--- src/rtl/read_fsm.sv ---
// -----------------------------------------------------------------------------
// read_fsm
//   Read-out side of the keypad matrix calculator. A register-select keypress
//   starts a pass that fetches every element of the selected matrix register,
//   splits each element into tens/ones decimal digits and streams them to the
//   display driver over a valid/ready handshake.
//
// Ports
//   clk, rst                 clock, synchronous active-high reset
//   key_strobe, isreg        keypress qualifier / keypress is a register key
//   reg_sel                  register number, latched on a register keypress
//   rd_en, rd_reg, rd_idx    register-file read request (one-cycle pulse)
//   rd_data                  element data, valid the cycle after rd_en
//   disp_valid, disp_ready   display handshake
//   disp_digit, disp_pos     BCD digit (4'hE = overflow) and {idx, tens/ones}
//   busy, done, ovf          status: not idle / end-of-pass pulse / sticky >99
// -----------------------------------------------------------------------------
module read_fsm #(
    parameter  int DATA_W = 7,
    parameter  int ELEMS  = 4,
    parameter  int REG_W  = 2,
    localparam int IDX_W  = $clog2(ELEMS)
) (
    input  logic              clk,
    input  logic              rst,
    input  logic              key_strobe,
    input  logic              isreg,
    input  logic [REG_W-1:0]  reg_sel,
    output logic              rd_en,
    output logic [REG_W-1:0]  rd_reg,
    output logic [IDX_W-1:0]  rd_idx,
    input  logic [DATA_W-1:0] rd_data,
    output logic              disp_valid,
    input  logic              disp_ready,
    output logic [3:0]        disp_digit,
    output logic [IDX_W:0]    disp_pos,
    output logic              busy,
    output logic              done,
    output logic              ovf
);

    typedef enum logic [2:0] {
        S_IDLE,
        S_REQ,
        S_WAIT,
        S_TENS,
        S_ONES,
        S_DONE
    } state_t;

    state_t              state_q, state_d;
    logic [REG_W-1:0]    reg_q, reg_d;
    logic [IDX_W-1:0]    idx_q, idx_d;
    logic [DATA_W-1:0]   elem_q, elem_d;
    logic                ovf_q, ovf_d;

    logic                elem_over;
    logic                rd_over;
    logic [3:0]          tens_dig;
    logic [3:0]          ones_dig;

    // Digit split is purely combinational off the captured element; the
    // constant divide/modulo by 10 reduces to small logic at these widths.
    always_comb begin
        elem_over = 32'(elem_q) > 32'd99;
        rd_over   = 32'(rd_data) > 32'd99;
        tens_dig  = elem_over ? 4'hE : 4'(32'(elem_q) / 32'd10);
        ones_dig  = elem_over ? 4'hE : 4'(32'(elem_q) % 32'd10);
    end

    always_comb begin
        state_d    = state_q;
        reg_d      = reg_q;
        idx_d      = idx_q;
        elem_d     = elem_q;
        ovf_d      = ovf_q;
        rd_en      = 1'b0;
        disp_valid = 1'b0;
        disp_digit = 4'h0;
        disp_pos   = '0;
        done       = 1'b0;

        case (state_q)
            S_IDLE: begin
                // Only a register key starts a pass; other keys are ignored.
                if (key_strobe && isreg) begin
                    reg_d   = reg_sel;
                    idx_d   = '0;
                    ovf_d   = 1'b0;
                    state_d = S_REQ;
                end
            end
            S_REQ: begin
                rd_en   = 1'b1;
                state_d = S_WAIT;
            end
            S_WAIT: begin
                // rd_data is only looked at here, one cycle after rd_en.
                elem_d  = rd_data;
                if (rd_over) ovf_d = 1'b1;
                state_d = S_TENS;
            end
            S_TENS: begin
                disp_valid = 1'b1;
                disp_digit = tens_dig;
                disp_pos   = {idx_q, 1'b0};
                if (disp_ready) state_d = S_ONES;
            end
            S_ONES: begin
                disp_valid = 1'b1;
                disp_digit = ones_dig;
                disp_pos   = {idx_q, 1'b1};
                if (disp_ready) begin
                    // idx stops at the last element; it never wraps in a pass.
                    if (idx_q == IDX_W'(ELEMS - 1)) begin
                        state_d = S_DONE;
                    end else begin
                        idx_d   = idx_q + 1'b1;
                        state_d = S_REQ;
                    end
                end
            end
            S_DONE: begin
                done    = 1'b1;
                state_d = S_IDLE;
            end
            default: state_d = S_IDLE;
        endcase
    end

    always_ff @(posedge clk) begin
        if (rst) begin
            state_q <= S_IDLE;
            reg_q   <= '0;
            idx_q   <= '0;
            elem_q  <= '0;
            ovf_q   <= 1'b0;
        end else begin
            state_q <= state_d;
            reg_q   <= reg_d;
            idx_q   <= idx_d;
            elem_q  <= elem_d;
            ovf_q   <= ovf_d;
        end
    end

    assign rd_reg = reg_q;
    assign rd_idx = idx_q;
    assign busy   = (state_q != S_IDLE);
    assign ovf    = ovf_q;

endmodule

--- config.mk ---
export PLATFORM = sky130hd
export DESIGN_NAME = read_fsm
export DESIGN_NICKNAME = d
export VERILOG_FILES = /design/src/rtl/read_fsm.sv
export SDC_FILE = /design/constraint.sdc
export NUM_CORES = 1
export LEC_CHECK = 0
export BUFFER_PORTS_ARGS = -buffer_cell sky130_fd_sc_hd__buf_2
export CAP_MARGIN = 0
export CORE_AREA = 2 2 43 65
export CTS_CLUSTER_SIZE = 20
export DETAILED_ROUTE_END_ITERATION = 10
export DIE_AREA = 0 0 45 67
export GPL_TIMING_DRIVEN = 0
export PLACE_DENSITY = 0.8
export SLEW_MARGIN = 0
export SYNTH_ARGS = -nofsm -noshare
export SYNTH_HDL_FRONTEND = slang
export SYNTH_SLANG_ARGS = --single-unit
--- constraint.sdc ---
create_clock -name clk -period 3.48 [get_ports clk]
set_clock_uncertainty 0.15 [all_clocks]
set_input_delay 0 -clock clk [delete_from_list [all_inputs] [get_ports clk]]
set_output_delay 0 -clock clk [all_outputs]
set_load 0.005 [all_outputs]
## Yosys cells after proc, flatten, opt, wreduce, memory -nomap -nowiden

Cells that the tools add are included.

- Add/subtract/negate cells: 1
- Divide/modulo/power cells: 2
- $lt $le $gt $ge: 2
- Equal/unequal tests: 11
- Mux-type cells: 19
- Reduce and logical (&&, ||, !) cells: 10

Operators with widths:

| cell | number |
|---|---|
| divider 7 x 4 -> 32 bit, second input constant | 1 |
| modulo 7 x 4 -> 32 bit, second input constant | 1 |
| case mux 3 bit (5 select lines) | 1 |
| > comparator 7 bit, second input constant | 2 |
| 2-to-1 mux 3 bit | 4 |
| != test 2 bit, second input constant | 5 |
| 2-to-1 mux 4 bit | 2 |
| case mux 4 bit (2 select lines) | 1 |
| == test 3 x 2 -> 1 bit, second input constant | 2 |
| == test 3 bit, second input constant | 2 |
| 2-to-1 mux 2 bit | 3 |
| case mux 3 bit (2 select lines) | 1 |
| AND reduction 3 bit | 2 |
| 2-to-1 mux 1 bit | 5 |
| case mux 2 bit (2 select lines) | 1 |
| AND reduction 4 bit | 1 |
| nonzero test 2 bit | 2 |
| == test 3 x 1 -> 1 bit, second input constant | 1 |
| logical NOT 3 bit | 1 |
| nonzero test 3 bit | 1 |
| adder 2 x 1 -> 2 bit, second input constant | 1 |
| == test 2 bit, second input constant | 1 |
| case mux 1 bit (2 select lines) | 1 |
| AND reduction 2 bit | 1 |
| 2 further kinds | 2 |

- Bits in registers: 15
- Output and inout bits: 16

## Logic depth before layout (Yosys ltp)

- Depth after elaboration: 4
- Gate-level depth with buffers: 12
- Gate-level depth less buffers: 10

## Worst setup path after synthesis

Ideal clock, no wire load.

- Path kind: flip-flop to output port
- Start point: register elem_q[5]
- End point: output disp_digit[2]
- Data arrival time: 2.438 ns
- Required time: 3.330 ns
- Slack: 0.892 ns
- Stages on the path, launching flop included: 13
- Buffers on the path: 2
- Path through: dfxtp_1 > buf_6 > nor2_2 > inv_1 > ha_1 > nor2b_4 > buf_6 > a21o_1 > a221o_1 > or3_4 > and3_4 > nor4_2 > a211oi_1

- Longest elaborated chain between the ends: 3

RTL lines:

| item | line | text |
|---|---|---|
| start: declaration | 54 | `logic [DATA_W-1:0] elem_q, elem_d;` |
| start signal: assignment | 142 | `elem_q <= elem_d;` |
| modulo 7 x 4 -> 32 bit, or another cell as far along | 68 | `ones_dig = elem_over ? 4'hE : 4'(32'(elem_q) % 32'd10);` |
| 2-to-1 mux 4 bit, on equally long branches | 68, 67 |  |
| case mux 4 bit (2 select lines) (*) | 83 | `case (state_q)` |
| end: declaration | 35 | `output logic [3:0] disp_digit,` |

Every way passes the cells marked *; elsewhere a longest branch is shown, timed or not.

## Worst setup path in the final report

Ends and elaborated chain as after synthesis.

==> run summary <==
The flow ran to the end, and the final reports show no timing, DRC or antenna violations. The worst register-to-register path has a setup slack of 1.54 ns. After clock tree synthesis, the clock-pin slew on the worst setup and hold paths is 0.09 ns. After layout, the worst path uses 94.3% of the clock period. In the final layout, the registers with the most flip-flops are elem_q (7), state_q (3). The path category of the worst min-delay check is in2reg. The number of synthesized flops with an enable pin is 0. Setup repair after global routing left no endpoint under its margin.

The count of endpoints failing hold in the final timing report came out at 0. The number of flip-flops under the largest register name is 7. The number of cells on the worst reg-to-reg path is 5. The max capacitance violation total came out at 0.

In this run the vertical extent of the chip is 67 µm. The commonest register cell after synthesis is sky130_fd_sc_hd__dfxtp_1. The post-synthesis cell area is 0.00125 mm². In this run the number of H-tree levels came out at 1.

Synthesis produced a netlist whose cell count is 171. The proportion of synthesized flip-flops having asynchronous set or reset came out at 0%. The critical path is of the reg2out type.

The pin count of the biggest net entering global routing is 11. The synthesized area per cell came out at 7.30 µm². The number of nets in the synthesized netlist is 187.

The number of remaining DRC errors is 0. The wire length of the first global-routing pass is 5850 µm. The fmax is 0.305 GHz. The worst-path maximum fanout is 10. The beginning of the worst register-to-register path is state_q[2].

The number of sinks driven by the clock tree is 15. The quantity of I/O buffers inserted on ports came out at 29. The register area share after synthesis is 24.0%. The detailed placement HPWL came out at about 2600 µm. After detailed routing, the number of vias per cell comes to 6.17. The post-cts sizing count is 0. The placed instances occupy a cell area of between 0.001 and 0.0015 mm².

In this run the post-CTS setup repair buffer count came out at 0. The floorplan step defined a die boundary enclosing 0.00302 mm². The number of antenna violations at the first check in global routing is 0. The area of all placed cells without fillers came out at 0.00159 mm². The starting density of the core is between 50 and 60%. The core area is ~0.0024 mm². Final hold analysis gives a worst-case slack of 0.0401 ns. The number of inserted diodes is 0. The highest ir drop seen on vdd came out at 0.243 mV. From synthesis to final layout, the design area changed by 27.5%. Counting I/O delays and the setup requirement, the final critical path takes 3.28 ns.

The sum of routed wire length over all layers came out at between 3000 and 4000 µm. The distinct cell type count of the synthesized netlist came out at 52. In this run the critical register-to-register path is captured at elem_q[4]. The count of pins over their slew limit came to 0. In this run the core area contains 22 standard-cell rows.

Ranked by flip-flop count, first place goes to elem_q. Setup violations remaining at the end of the flow were counted as 0. The clock reaches the later pin of the worst-skew pair after 0.29 ns. The leakage component of the power is 0.684 nW. The count of hold-fix buffers inserted at cts came out at 14. The root buffer cell is sky130_fd_sc_hd__clkbuf_4. After routing, the total negative slack on setup checks comes to 0 ns. The remaining antenna violation count came out at 0. The worst endpoint required time came out at 3.33 ns. The most critical setup path has its endpoint at disp_digit[2].

The critical path arrival is 3.13 ns. The number of vias after detailed routing came out at 1493. The detailed router finished its first iteration with 40 violations. TritonCTS built the clock tree. The start point of the critical path is elem_q[5]. The number of global-route vias before repair is 1433.

The synthesis warning total came out at 0. In the final layout, the share of cells above drive strength 1 is 19.3%. For this run, the total global-route usage over all layers was measured as 25.8%.

The actual slew at the worst max-slew pin came out at about 0.53 ns. The number of nets in the finished design is 235. The maximum clock path buffer count came out at 2. The routability-driven placement congestion ratio is 0.889. The launching element type of the critical path is a register. The number of search-and-repair iterations in the first detailed-routing pass came out at 4. After global routing the overflow that remains totals 0. The worst slew slack as a fraction of its limit came out at between 60% and 70%. The number of top-level design ports is 30.

The routed wirelength normalized by instance count came out at 14.7 µm. The worst setup path is captured at an output pin. The number of buffers inserted during clock tree synthesis is 3. The power per standard cell area came out at 300 mW/mm². The register bit count reported by yosys came out at 15. The floorplan step set the die width to around 45 µm.
## routing by layer
metal / share of wire, % / global-route usage, % / routed length (µm)
met2: 55 / 47.9 / 1960
met3: 3.2 / 1.63 / 113
met1: 38 / 24.8 / 1350
met5: 0 / 0 / 0
met4: 3.6 / 19.5 / 129
## critical path: stages (launching register included)
cell and delay [ns]:
sky130_fd_sc_hd__dfxtp_1 0.33, sky130_fd_sc_hd__buf_6 0.13, sky130_fd_sc_hd__nor2_2 0.12, sky130_fd_sc_hd__inv_1 0.10
sky130_fd_sc_hd__ha_1 0.37, sky130_fd_sc_hd__nor4bb_1 0.07, sky130_fd_sc_hd__a2111oi_1 0.45, sky130_fd_sc_hd__o21bai_1 0.20
sky130_fd_sc_hd__or3_4 0.43, sky130_fd_sc_hd__and3_4 0.21, sky130_fd_sc_hd__nor4_2 0.21, sky130_fd_sc_hd__a211oi_1 0.07
sky130_fd_sc_hd__buf_2 0.14
## worst min-delay path by stage
stage / start / end / slack [ns] / cells after the start
4_1_cts: key_strobe / ovf / 0.04 / 4
6_report: key_strobe / ovf / 0.04 / 4
3_3_place_gp: rd_data[1] / elem_q[1] / 0.07 / 3
3_5_place_dp: rd_data[1] / elem_q[1] / 0.09 / 3
2_1_floorplan: rst / rd_idx[1] / -0.08 / 1
5_1_grt: key_strobe / ovf / 0.08 / 4
## layout make-up
| type | instances | area, µm² |
|---|---|---|
| plain buffers | 9 | 48.8 |
| fillers | 191 | 831 |
| well taps | 24 | 30.0 |
| repair buffers | 43 | 285 |
| flip-flops and latches | 15 | 300 |
| clock inverters | 1 | 5.00 |
| inverters | 8 | 30.0 |
| clock buffers | 3 | 22.5 |
| multi-input cells | 139 | 870 |
## logic make-up after synthesis
group	count (synthesis)	share of synthesized area, %
AND/OR/NAND/NOR	82	36.4
AO/OA/AOI/OAI	48	25.7
buffers and inverters	17	6.31
flip-flops	15	24.0
multiplexers	7	5.61
adder cells (fa/ha/maj)	2	2.00
## where the power goes
group          internal [mW]  switching, mW
logic                 0.0803         0.0995
clock network         0.0428         0.0581
registers              0.183         0.0145
total                  0.306          0.172
## stage by stage
step,util [%],worst slack [ns],power (mW),std cells
final,65.7,0.197,0.478,242
after global routing,65.7,0.0223,0.505,242
after CTS,65.7,0.219,0.475,242
after detailed placement,58.8,0.546,0.363,224
after global placement,58.8,0.604,0.356,224
after floorplan,-,0.892,0.319,171
## layout by cell type, fill, tap and decap left out, types with 2 or more instances in the layout
cell type                       count
sky130_fd_sc_hd__a211oi_1           4
sky130_fd_sc_hd__a21o_1             3
sky130_fd_sc_hd__a21oi_1           13
sky130_fd_sc_hd__a221o_1            2
sky130_fd_sc_hd__a2bb2oi_1          2
sky130_fd_sc_hd__and2_1             4
sky130_fd_sc_hd__and3_1             2
sky130_fd_sc_hd__buf_2             29
sky130_fd_sc_hd__buf_6              2
sky130_fd_sc_hd__clkbuf_1           7
sky130_fd_sc_hd__clkbuf_4           3
sky130_fd_sc_hd__dfxtp_1           15
sky130_fd_sc_hd__dlygate4sd3_1     14
sky130_fd_sc_hd__ha_1               2
sky130_fd_sc_hd__inv_1              8
sky130_fd_sc_hd__mux2i_1            7
sky130_fd_sc_hd__nand2_1           12
sky130_fd_sc_hd__nand2b_1           3
sky130_fd_sc_hd__nand3_1            6
sky130_fd_sc_hd__nand3b_1           2
sky130_fd_sc_hd__nand4_1            4
sky130_fd_sc_hd__nor2_1            25
sky130_fd_sc_hd__nor3_1             5
sky130_fd_sc_hd__nor3b_1            3
sky130_fd_sc_hd__o211ai_1           2
sky130_fd_sc_hd__o21ai_0            7
sky130_fd_sc_hd__o21ai_1            2
sky130_fd_sc_hd__or3_1              2
## Yosys cell counts (3+ instances only)
master	n	share of area, %
sky130_fd_sc_hd__a211oi_1	4	2.4
sky130_fd_sc_hd__a21o_1	3	1.8
sky130_fd_sc_hd__a21oi_1	13	5.2
sky130_fd_sc_hd__and2_1	4	2.0
sky130_fd_sc_hd__clkbuf_1	7	2.1
sky130_fd_sc_hd__dfxtp_1	15	24
sky130_fd_sc_hd__inv_1	8	2.4
sky130_fd_sc_hd__mux2i_1	7	5.6
sky130_fd_sc_hd__nand2_1	12	3.6
sky130_fd_sc_hd__nand2b_1	3	1.5
sky130_fd_sc_hd__nand3_1	6	2.4
sky130_fd_sc_hd__nand4_1	4	2.0
sky130_fd_sc_hd__nor2_1	25	7.5
sky130_fd_sc_hd__nor3_1	5	2.0
sky130_fd_sc_hd__nor3b_1	3	1.8
sky130_fd_sc_hd__o21ai_0	7	2.8
Power figures use the tool's default switching activity.
